==> src/rtl/int_ctrl.sv <==
// Memory-mapped interrupt controller: per-source sync + edge/level pending,
// fixed lowest-index priority, assert/claim/complete handshake to the CPU.

module int_ctrl_src (
  input  logic clk,
  input  logic rst,
  input  logic src,
  input  logic edge_mode,
  input  logic clr,
  output logic pend
);
  logic sync1, sync2, prev, pend_q;

  always_ff @(posedge clk) begin
    if (rst) begin
      sync1  <= 1'b0;
      sync2  <= 1'b0;
      prev   <= 1'b0;
      pend_q <= 1'b0;
    end else begin
      sync1 <= src;
      sync2 <= sync1;
      prev  <= sync2;
      // A fresh edge beats a same-cycle clear so no event is lost.
      if (!edge_mode)          pend_q <= 1'b0;
      else if (sync2 && !prev) pend_q <= 1'b1;
      else if (clr)            pend_q <= 1'b0;
    end
  end

  assign pend = edge_mode ? pend_q : sync2;
endmodule

module int_ctrl #(
  parameter int              DW   = 16,
  parameter int              AW   = 16,
  parameter int              NSRC = 8,
  parameter logic [AW-1:0]   BASE = 16'hFF00
) (
  input  logic            clk,
  input  logic            rst,
  input  logic [NSRC-1:0] src_i,
  input  logic [AW-1:0]   mem_addr,
  input  logic [DW-1:0]   mem_wd,
  input  logic            mem_ctrl,
  output logic [DW-1:0]   mem_rd,
  output logic            sel,
  output logic [NSRC-1:0] int_o
);
  localparam logic [1:0] S_IDLE   = 2'd0;
  localparam logic [1:0] S_ASSERT = 2'd1;
  localparam logic [1:0] S_WAIT   = 2'd2;

  logic [1:0]      state;
  logic [3:0]      cur_id;
  logic [NSRC-1:0] enable, edge_mode, pend, act, clr, cand_oh;
  logic [3:0]      cand_id;
  logic            cur_act;
  logic [2:0]      off;
  logic            wr, wr_pend, claim_wr, cmpl_ok;
  logic [DW-1:0]   rd;

  assign off      = mem_addr[2:0];
  assign sel      = (mem_addr[AW-1:3] == BASE[AW-1:3]);
  assign wr       = sel && mem_ctrl;
  assign wr_pend  = wr && (off == 3'd0);
  assign claim_wr = wr && (off == 3'd2) && (state == S_ASSERT);
  assign cmpl_ok  = wr && (off == 3'd3) && (state == S_WAIT) && (mem_wd == DW'(cur_id));
  assign act      = pend & enable;

  genvar g;
  generate
    for (g = 0; g < NSRC; g++) begin : g_src
      assign clr[g] = (wr_pend && mem_wd[g]) || (cmpl_ok && (cur_id == 4'(g + 1)));
      int_ctrl_src u_src (
        .clk       (clk),
        .rst       (rst),
        .src       (src_i[g]),
        .edge_mode (edge_mode[g]),
        .clr       (clr[g]),
        .pend      (pend[g])
      );
    end
  endgenerate

  // Lowest active index wins; ID is index+1 so 0 can mean "none".
  always_comb begin
    cand_id = 4'd0;
    cand_oh = '0;
    cur_act = 1'b0;
    for (int i = NSRC - 1; i >= 0; i--)
      if (act[i]) cand_id = 4'(i + 1);
    for (int i = 0; i < NSRC; i++) begin
      cand_oh[i] = (cand_id == 4'(i + 1));
      if (cur_id == 4'(i + 1)) cur_act = act[i];
    end
  end

  always_ff @(posedge clk) begin
    if (rst) begin
      enable    <= '0;
      edge_mode <= '0;
    end else if (wr) begin
      if (off == 3'd1) enable    <= mem_wd[NSRC-1:0];
      if (off == 3'd4) edge_mode <= mem_wd[NSRC-1:0];
    end
  end

  always_ff @(posedge clk) begin
    if (rst) begin
      state  <= S_IDLE;
      cur_id <= 4'd0;
      int_o  <= '0;
    end else begin
      case (state)
        S_IDLE:
          if (cand_id != 4'd0) begin
            state  <= S_ASSERT;
            cur_id <= cand_id;
            int_o  <= cand_oh;
          end
        S_ASSERT:
          if (claim_wr) begin
            state <= S_WAIT;
            int_o <= '0;
          end else if (!cur_act) begin
            state  <= S_IDLE;
            cur_id <= 4'd0;
            int_o  <= '0;
          end
        S_WAIT:
          if (cmpl_ok) begin
            state  <= S_IDLE;
            cur_id <= 4'd0;
          end
        default: begin
          state  <= S_IDLE;
          cur_id <= 4'd0;
          int_o  <= '0;
        end
      endcase
    end
  end

  always_comb begin
    rd = '0;
    case (off)
      3'd0: rd = DW'(pend);
      3'd1: rd = DW'(enable);
      3'd2: rd = (state == S_IDLE) ? '0 : DW'(cur_id);
      3'd4: rd = DW'(edge_mode);
      3'd5: rd = DW'({cur_id, 6'b0, state});
      default: rd = '0;
    endcase
  end

  assign mem_rd = sel ? rd : '0;
endmodule

==> config.mk <==
export PLATFORM = sky130hd
export DESIGN_NAME = int_ctrl
export DESIGN_NICKNAME = d
export VERILOG_FILES = /design/src/rtl/int_ctrl.sv
export SDC_FILE = /design/constraint.sdc
export NUM_CORES = 1
export LEC_CHECK = 0
export CORE_MARGIN = 2
export CORE_UTILIZATION = 51
export CTS_BUF_LIST = sky130_fd_sc_hd__clkbuf_8 sky130_fd_sc_hd__clkbuf_16
export CTS_CLUSTER_SIZE = 8
export DETAILED_ROUTE_END_ITERATION = 12
export GPL_TIMING_DRIVEN = 0
export PLACE_DENSITY = 0.8
export SLEW_MARGIN = 15
export SYNTH_ARGS = -nofsm -noshare
export SYNTH_HDL_FRONTEND = slang
export SYNTH_HIERARCHICAL = 1
export SYNTH_SLANG_ARGS = --single-unit
==> constraint.sdc <==
create_clock -name clk -period 2.5 [get_ports clk]
set_input_delay 0.5 -clock clk [delete_from_list [all_inputs] [get_ports clk]]
set_output_delay 0.5 -clock clk [all_outputs]
set_load 0.01 [all_outputs]
# ---- After elaboration in Yosys (flattened, before gate mapping)
# Index checks and enable logic that the tools add are counted.
dict set report classes {
  n_reduce_logical 71
  bitwise_logic 10
  n_mux 57
  eq_ne 30
}
# op count
set op_table {}
lappend op_table {{12-bit one-hot mux with 5 select lines} 1}
lappend op_table {{4-bit 2-to-1 mux} 13}
lappend op_table {{4-bit by 3-bit == test with 1-bit output (second input constant)} 8}
lappend op_table {{1-bit 2-to-1 mux} 32}
lappend op_table {{1-bit logical AND} 31}
lappend op_table {{8-bit 2-to-1 mux} 3}
lappend op_table {{8-bit one-hot mux with 3 select lines} 1}
lappend op_table {{16-bit by 4-bit == test with 1-bit output} 1}
lappend op_table {{4-bit by 2-bit == test with 1-bit output (second input constant)} 4}
lappend op_table {{16-bit 2-to-1 mux} 1}
lappend op_table {{2-bit nonzero test} 8}
lappend op_table {{2-bit OR reduction} 8}
lappend op_table {{13-bit == test (second input constant)} 1}
lappend op_table {{4-bit one-hot mux with 3 select lines} 1}
lappend op_table {{1-bit inverter} 9}
lappend op_table {{8-bit AND} 1}
lappend op_table {{4-bit by 1-bit == test with 1-bit output (second input constant)} 2}
lappend op_table {{4-bit == test (second input constant)} 2}
lappend op_table {{1-bit zero test} 8}
lappend op_table {{1-bit logical OR} 8}
lappend op_table {{2-bit 2-to-1 mux} 4}
lappend op_table {{2-bit != test (second input constant)} 4}
lappend op_table {{3-bit by 2-bit == test with 1-bit output (second input constant)} 2}
lappend op_table {{3-bit == test (second input constant)} 2}
lappend op_table {{11 further kinds} 13}
dict set report word_totals {
  elab_cells 205
  ff_bits 62
  input_bits 43
  output_inout_bits 25
}

# ---- Longest topological paths before layout
# Gate-level depths: netlist of run 1.
dict set report depth {
  depth_word 13
  ltp_mapped 9
  mapped_depth_nobuf 8
}

# ---- Modules after synthesis
# Netlist of run 1, hierarchy kept.
# module seq_area_each_um2 n_inst area_per_inst_um2 cells_each
set by_module_without_submodules {}
lappend by_module_without_submodules {int_ctrl 600.6 1 2092.0 259}
lappend by_module_without_submodules {int_ctrl_src 80.1 8 137.6 12}

# ---- Least setup slack after synthesis of run 1
# No wires, ideal clock.
dict set report synth_path {
  kind {input-to-output}
  startpoint {input port mem_addr[2]}
  endpoint {output port mem_rd[1]}
  required_time_ps 2000
  arrival_time_ps 1598
  path_stages 5
  slack_ps 402
  path_cell_list {clkbuf_1 mux4_2 nor2b_1 a21oi_1 nor2_1}
}
dict set report synth_via {
  elab_chain_len 3
}
# element line_no
set synth_lines {}
lappend synth_lines {{from (decl)} 43} ;# input logic [AW-1:0] mem_addr,
lappend synth_lines {{3-bit == test (tied with other cells)} 147} ;# case (off)
lappend synth_lines {{12-bit one-hot mux with 5 select lines *} 147}
lappend synth_lines {{16-bit 2-to-1 mux *} 157} ;# assign mem_rd = sel ? rd : '0;
lappend synth_lines {{to (decl)} 46} ;# output logic [DW-1:0] mem_rd,
# Mark *: on every way between the ends. The rest lies on a longest branch, timed or not.

# ---- Worst setup path after layout of run 1
dict set report layout_path {
  startpoint {register edge_mode[1]}
  endpoint {output port mem_rd[1]}
}
dict set report layout_via {
  elab_chain_len 3
}
# element line_no
set layout_lines {}
lappend layout_lines {{from (decl)} 56} ;# logic [NSRC-1:0] enable, edge_mode, pend, act, clr, cand_oh;
lappend layout_lines {{from (signal assigned)} 105} ;# if (off == 3'd4) edge_mode <= mem_wd[NSRC-1:0];
lappend layout_lines {{1-bit 2-to-1 mux} 31} ;# assign pend = edge_mode ? pend_q : sync2;
lappend layout_lines {{net pend[1]} 56}
lappend layout_lines {{12-bit one-hot mux with 5 select lines} 147}
lappend layout_lines {{16-bit 2-to-1 mux} 157}
# The timed path passes the listed nets, and every way through them passes these cells.

==> run metrics, run 1 <==
number of pins exceeding their max-slew limit in the final report 0; final worst-path cycle share 101.5%; die boundary height 83.13 µm; overall die area 6910 µm²; number of buffers on the longest clock path 2; remaining max-slew budget at the tightest pin 58.31%; Max-Cap Viols 0; Fmax achieved 0.3940 GHz; simple-gate share of the synthesized area 28.41%; fraction of registers with async set or reset after synthesis 0%; path type of the worst min-delay path flop to flop; leading cell type in the layout, fill and taps excluded sky130_fd_sc_hd__dfxtp_1; internal power component 1.552 mW; worst-path cell with the longest stage delay sky130_fd_sc_hd__mux4_2; Cell Rows 28; Syn Std Cell Area 3193 µm²; Top FF cell, synth sky130_fd_sc_hd__dfxtp_1; CP Max Fanout 4; Critical path origin edge_mode[1]; Clk Latency, worst-skew pair 0.34 ns; final cell count without fillers 532; io pins 68; result of the run finished with violations; setup_tns -0.1238 ns; Leakage 1.783 nW; library cell used as clock root buffer sky130_fd_sc_hd__clkbuf_8; reg-to-reg endpoint state[1]; first-pass GRT wire length 13,810 µm; die width 83.13 µm; count of placed standard cells including taps 495; chain of cells forming the critical path mux2_4, mux4_2, nor2b_4, a21oi_2, nor2_1, buf_2; deepest level of the CTS H-tree 3; most used cells in the layout excluding fill and tap cells 58 x sky130_fd_sc_hd__dfxtp_1, 40 x sky130_fd_sc_hd__nor2_1, 33 x sky130_fd_sc_hd__clkdlybuf4s50_1; Worst Hold Endpoint g_src[5].u_src/sync2; number of setup violations in the final report 6; Crit Reg-Reg Startpoint edge_mode[4]; proportion of netlist area held by the largest area contributor 38.87%; proportion of synthesized chip area in sequential cells 38.87%; nets@finish 495; synthesized-area fraction occupied by ao, oa, aoi and oai cells 15.40%; wire length after detailed routing 8763 µm; top cells by area, synth sky130_fd_sc_hd__dfxtp_1 39%, sky130_fd_sc_hd__mux2i_1 6.9%, sky130_fd_sc_hd__nand2b_1 5.7%; number of hold buffers added after CTS 0; Post-Route Utilization 72.95%; Iter 0 DRT Violations 168; Combinational Power Share 8.7%; worst clock skew 0.004120 ns; switching fraction of total power 23.58%; area of the core 5991 µm²; detailed-placement wirelength estimate 5831 µm; register clock-pin slew on the reported worst setup and hold paths 0.07 ns; clock sinks 62; Peak VDD IR 0.0004146 V; Warnings, synthesis 6; top cell type by total area after synthesis sky130_fd_sc_hd__dfxtp_1; Num CTS Buffers 9; count of flip-flops with a built-in enable after synthesis 0; vias post-DR 2,982; DR pass1 iterations 7; area added between synthesis and finish 36.87%; register bit count reported by yosys 62; routability-driven placement congestion ratio 0.9138; number of antenna violations at the first check in global routing 0; main combinational cell family by area after synthesis simple AND/OR/NAND/NOR gates; mean number of vias per cell 5.605; GRT Util Overall 25.14%; final count of hold timing violations 0; R2R setup slack 0.07 ns; post-synthesis cell count 355; Post-Synth Adder-Cell Area 0%; CP Capture Type primary output; Reg power frac 49.5%; kind of cell with the highest combined delay on the critical path multiplexers; post-route minimum period 2.538 ns; Initial Util 53.30%; Final WS setup -0.03787 ns; number of global-route vias before repair 2,878; average size of a mapped cell 8.995 µm²; R2R depth 7; DRC violation count after routing 0; part of the total power dissipated in the clock network 41.8%; violated checks setup timing; Data required, critical path 2.00 ns; Critical Path Start Type flop; unrepaired setup endpoints after global routing yes; number of stages on the worst hold path 1; Congestion Overflow GR 0; clock tree from TritonCTS yes; Routed wire per std cell 16.47 µm; xor/xnor share of the synthesized area 1.097%; transition time at the pin with the least slew margin 0.6253 ns; maximum number of pins on one net before global-route repair 37; Place WS -0.9137 ns; hold path startpoint g_src[5].u_src/sync1; count of antenna diodes in the layout 0; multiplexer share of the synthesized area 12.07%; Pwr Density 464.8 nW/µm²; number of buffers and inverters on the critical path 1; ANT nets after route 0; Worst EP arrival 2.04 ns; worst hold slack across all endpoints 0.4423 ns; number of distinct library cells after synthesis 49; peak per-stage delay on the critical path 0.49 ns; category of the critical setup timing path flop to primary output; number of buffer cells added on primary ports 62; layout cells sized above 1 25.16%; switching power of the nets 0.4791 mW
==> metrics by stage <==
step / cell area (µm²) / power [mW]
floorplan: 3204 / 1.096
finish: 4370 / 2.031
CTS: 4288 / 2.047
global placement: 3919 / 1.190
detailed placement: 3919 / 1.192
global route: 4370 / 2.112
==> registers in the layout, indices dropped and copies added (netlist names) <==
signal and count:
state 2, g_src.u_src/prev 8, g_src.u_src/sync2 8, enable 8, int_o 8, g_src.u_src/sync1 8, cur_id 4, edge_mode 8
g_src.u_src/pend_q 8
==> worst max path at each step <==
stage / end / cells past startpoint / slack (ns)
final: mem_rd[1] / 6 / -0.04
after global routing: mem_rd[9] / 8 / -0.11
after CTS: mem_rd[1] / 6 / -0.002
after detailed placement: mem_rd[1] / 7 / -0.91
after global placement: mem_rd[1] / 7 / -0.92
after floorplan: mem_rd[1] / 5 / 0.40
==> Yosys cell counts (all sizes together), types with 4 or more instances <==
library cell and instances:
nand4 4, o31ai 13, a22oi 4, o21ai 6
a21oi 30, nor4b 4, nand2b 29, and2 6
or2 4, nor2 41, nor2b 29, inv 10
or3 4, clkbuf 9, mux2 8, dfxtp 62
a211oi 4, nand2 22, nand3 5, xnor2 4
buf 8, mux2i 22
==> per-layer routing <==
layer,routed length [µm],GRT usage (%)
met1,3896,30.85
met2,4116,41.57
met3,582,6.262
met5,0,0
met4,167,11.33
==> area by class of cell <==
cell class	count	area, µm²
well taps	75	93.84
flip-flops and latches	62	1254
multi-input cells	269	1951
clock inverters	7	66.31
clock buffers	9	123.9
plain buffers	16	108.9
fillers	481	1620
repair buffers	84	735.7
inverters	10	37.54
==> cells by family after synthesis <==
logic type	count (synthesis)
compound gates	66
xor+xnor	4
buf+inv	27
flops	62
mux	32
other cells	1
simple gates	163
==> what timing repair did <==
action | 4_1_cts | 5_1_grt
gates resized for setup | 78 | 32
hold endpoints to repair | 0 | 0
pin swaps | 6 | 8
buffers inserted | 18 | 5
setup endpoints to repair | 26 | 41
==> power groups by stage <==
| stage | Combinational, mW | Clock [mW] | Sequential (mW) |
|---|---|---|---|
| after floorplan | 0.0672 | 0 | 1.03 |
| after global placement | 0.160 | 0 | 1.03 |
| after detailed placement | 0.161 | 0 | 1.03 |
| after CTS | 0.168 | 0.873 | 1.01 |
| after global routing | 0.188 | 0.917 | 1.01 |
| final | 0.177 | 0.850 | 1.01 |
No activity file was read; power rests on OpenSTA's default activity.
==> inputs of run 2 (changes only) <==
--- a/config.mk
+++ b/config.mk
@@ -8,3 +8,3 @@
 export CORE_MARGIN = 2
-export CORE_UTILIZATION = 51
+export CORE_UTILIZATION = 26
 export CTS_BUF_LIST = sky130_fd_sc_hd__clkbuf_8 sky130_fd_sc_hd__clkbuf_16
@@ -13,3 +13,3 @@
 export GPL_TIMING_DRIVEN = 0
-export PLACE_DENSITY = 0.8
+export PLACE_DENSITY = 0.46
 export SLEW_MARGIN = 15
==> constraint.sdc (replaced) <==
create_clock -name clk -period 3.2 [get_ports clk]
set_input_delay 0.48 -clock clk [delete_from_list [all_inputs] [get_ports clk]]
set_output_delay 0.48 -clock clk [all_outputs]
set_load 0.01 [all_outputs]
==> run metrics, run 2 (synthesis gave the netlist of run 1 again) <==
Place WS -0.2660 ns; layout cells sized above 1 13.04%; Worst EP arrival 2.64 ns; mean number of vias per cell 4.634; detailed-placement wirelength estimate 6499 µm; area of all sequential standard cells 1241 µm²; Congestion Overflow GR 0; register clock-pin slew on the reported worst setup and hold paths 0.05 ns; clock sinks 62; number of buffer cells added on primary ports 62; number of setup violations in the final report 0; area of the core 12,010 µm²; remaining max-slew budget at the tightest pin 42.88%; Fmax achieved 0.3209 GHz; Post-Route Utilization 36.13%; clock tree from TritonCTS yes; GRT Util Overall 13.93%; maximum number of pins on one net before global-route repair 37; area added between synthesis and finish 35.89%; final cell count without fillers 584; ANT nets after route 0; vias post-DR 2,706; DRC violation count after routing 0; Cell Rows 40; number of global-route vias before repair 2,674; die boundary height 114.8 µm; final count of hold timing violations 0; Iter 0 DRT Violations 113; Data required, critical path 2.72 ns; wire length after detailed routing 8763 µm; number of antenna violations at the first check in global routing 0; Max-Cap Viols 0; path type of the worst min-delay path flop to flop; worst clock skew 0.008139 ns; post-route standard cell area excluding fillers 4339 µm²; leading cell type in the layout, fill and taps excluded sky130_fd_sc_hd__dfxtp_1; CP Max Fanout 10; number of buffers on the longest clock path 2; category of the critical setup timing path input port to primary output; io pins 68; count of placed standard cells including taps 567; final worst-path cycle share 97.39%; Initial Util 26.58%; Pwr Density 440.4 nW/µm²; Clk Latency, worst-skew pair 0.33 ns; number of pins exceeding their max-slew limit in the final report 0; CP Capture Type primary output; Routed wire per std cell 15.01 µm; number of hold buffers added after CTS 0; unrepaired setup endpoints after global routing no; Peak VDD IR 0.0001848 V; Critical Path Start Type input port; result of the run completed; placement-stage cell area 4004 µm²; transition time at the pin with the least slew margin 0.8449 ns; library cell used as clock root buffer sky130_fd_sc_hd__clkbuf_16; first-pass GRT wire length 13,970 µm; FILL cells 1,228; Num CTS Buffers 9; most used cells in the layout excluding fill and tap cells 62 x sky130_fd_sc_hd__dfxtp_1, 61 x sky130_fd_sc_hd__clkdlybuf4s50_1, 41 x sky130_fd_sc_hd__nor2_1; count of antenna diodes in the layout 0; routability-driven placement congestion ratio 0.8134; Final WS setup 0.08365 ns; Leakage 1.602 nW; nets@finish 475; DR pass1 iterations 4; die width 114.8 µm; deepest level of the CTS H-tree 3; overall die area 13,180 µm²; total area of multi-input combinational cells 1839 µm²; post-route minimum period 3.116 ns
[run 2: per-layer routing]
layer | wire [µm] | global-route usage [%] | vias to the layer above
li1 | - | - | 1382
met5 | 0 | 0 | -
met2 | 3803 | 21.78 | 76
met3 | 489 | 3.268 | 14
met4 | 196 | 7.711 | 0
met1 | 4273 | 17.75 | 1234
[run 2: report_power, final]
group	internal [mW]	leakage (nW)	switching, mW
clock	0.643	0.144	0.350
combinational	0.0748	0.955	0.0547
sequential	0.785	0.503	0.00403
[run 2: critical path, stage by stage]
cell                              delay, ns
sky130_fd_sc_hd__clkdlybuf4s50_1       0.61
sky130_fd_sc_hd__buf_6                 0.20
sky130_fd_sc_hd__mux4_2                0.53
sky130_fd_sc_hd__nor2b_1               0.15
sky130_fd_sc_hd__a21oi_1               0.13
sky130_fd_sc_hd__nor2_1                0.05
sky130_fd_sc_hd__clkdlybuf4s50_1       0.48
[run 2: cell type report]
type	instances	share of cell area [%]
sequential	62	28.60
multi-input combinational	269	42.39
clock buffer	11	5.825
timing repair buffer	63	14.36
tap	147	4.239
buffer	17	2.393
clock inverter	5	1.326
inverter	10	0.8651
[run 2: worst paths after layout]
path,from,to,slack [ns],cells past startpoint
setup / recovery,mem_addr[2],mem_rd[1],0.08,7
setup reg to reg,state[1],g_src[3].u_src/pend_q,0.62,7
hold / removal,g_src[5].u_src/sync1,g_src[5].u_src/sync2,0.43,1
hold reg to reg,g_src[5].u_src/sync1,g_src[5].u_src/sync2,0.43,1
[run 2: repair_timing]
item                       4_1_cts  5_1_grt
cloned                           0        0
setup endpoints to repair       12        7
gates resized for setup          3        6
buffers inserted                 1        0
pin swaps                        1        0
[run 2: through the flow]
| stage | TNS, ns | hold slack, ns | power [mW] |
|---|---|---|---|
| 2_1_floorplan | 0 | 0.4138 | 0.8563 |
| 3_3_place_gp | -0.8690 | 0.4179 | 0.9339 |
| 3_5_place_dp | -0.8581 | 0.4204 | 0.9341 |
| 4_1_cts | 0 | 0.4324 | 1.939 |
| 5_1_grt | 0 | 0.4527 | 1.988 |
| 6_report | 0 | 0.4322 | 1.911 |
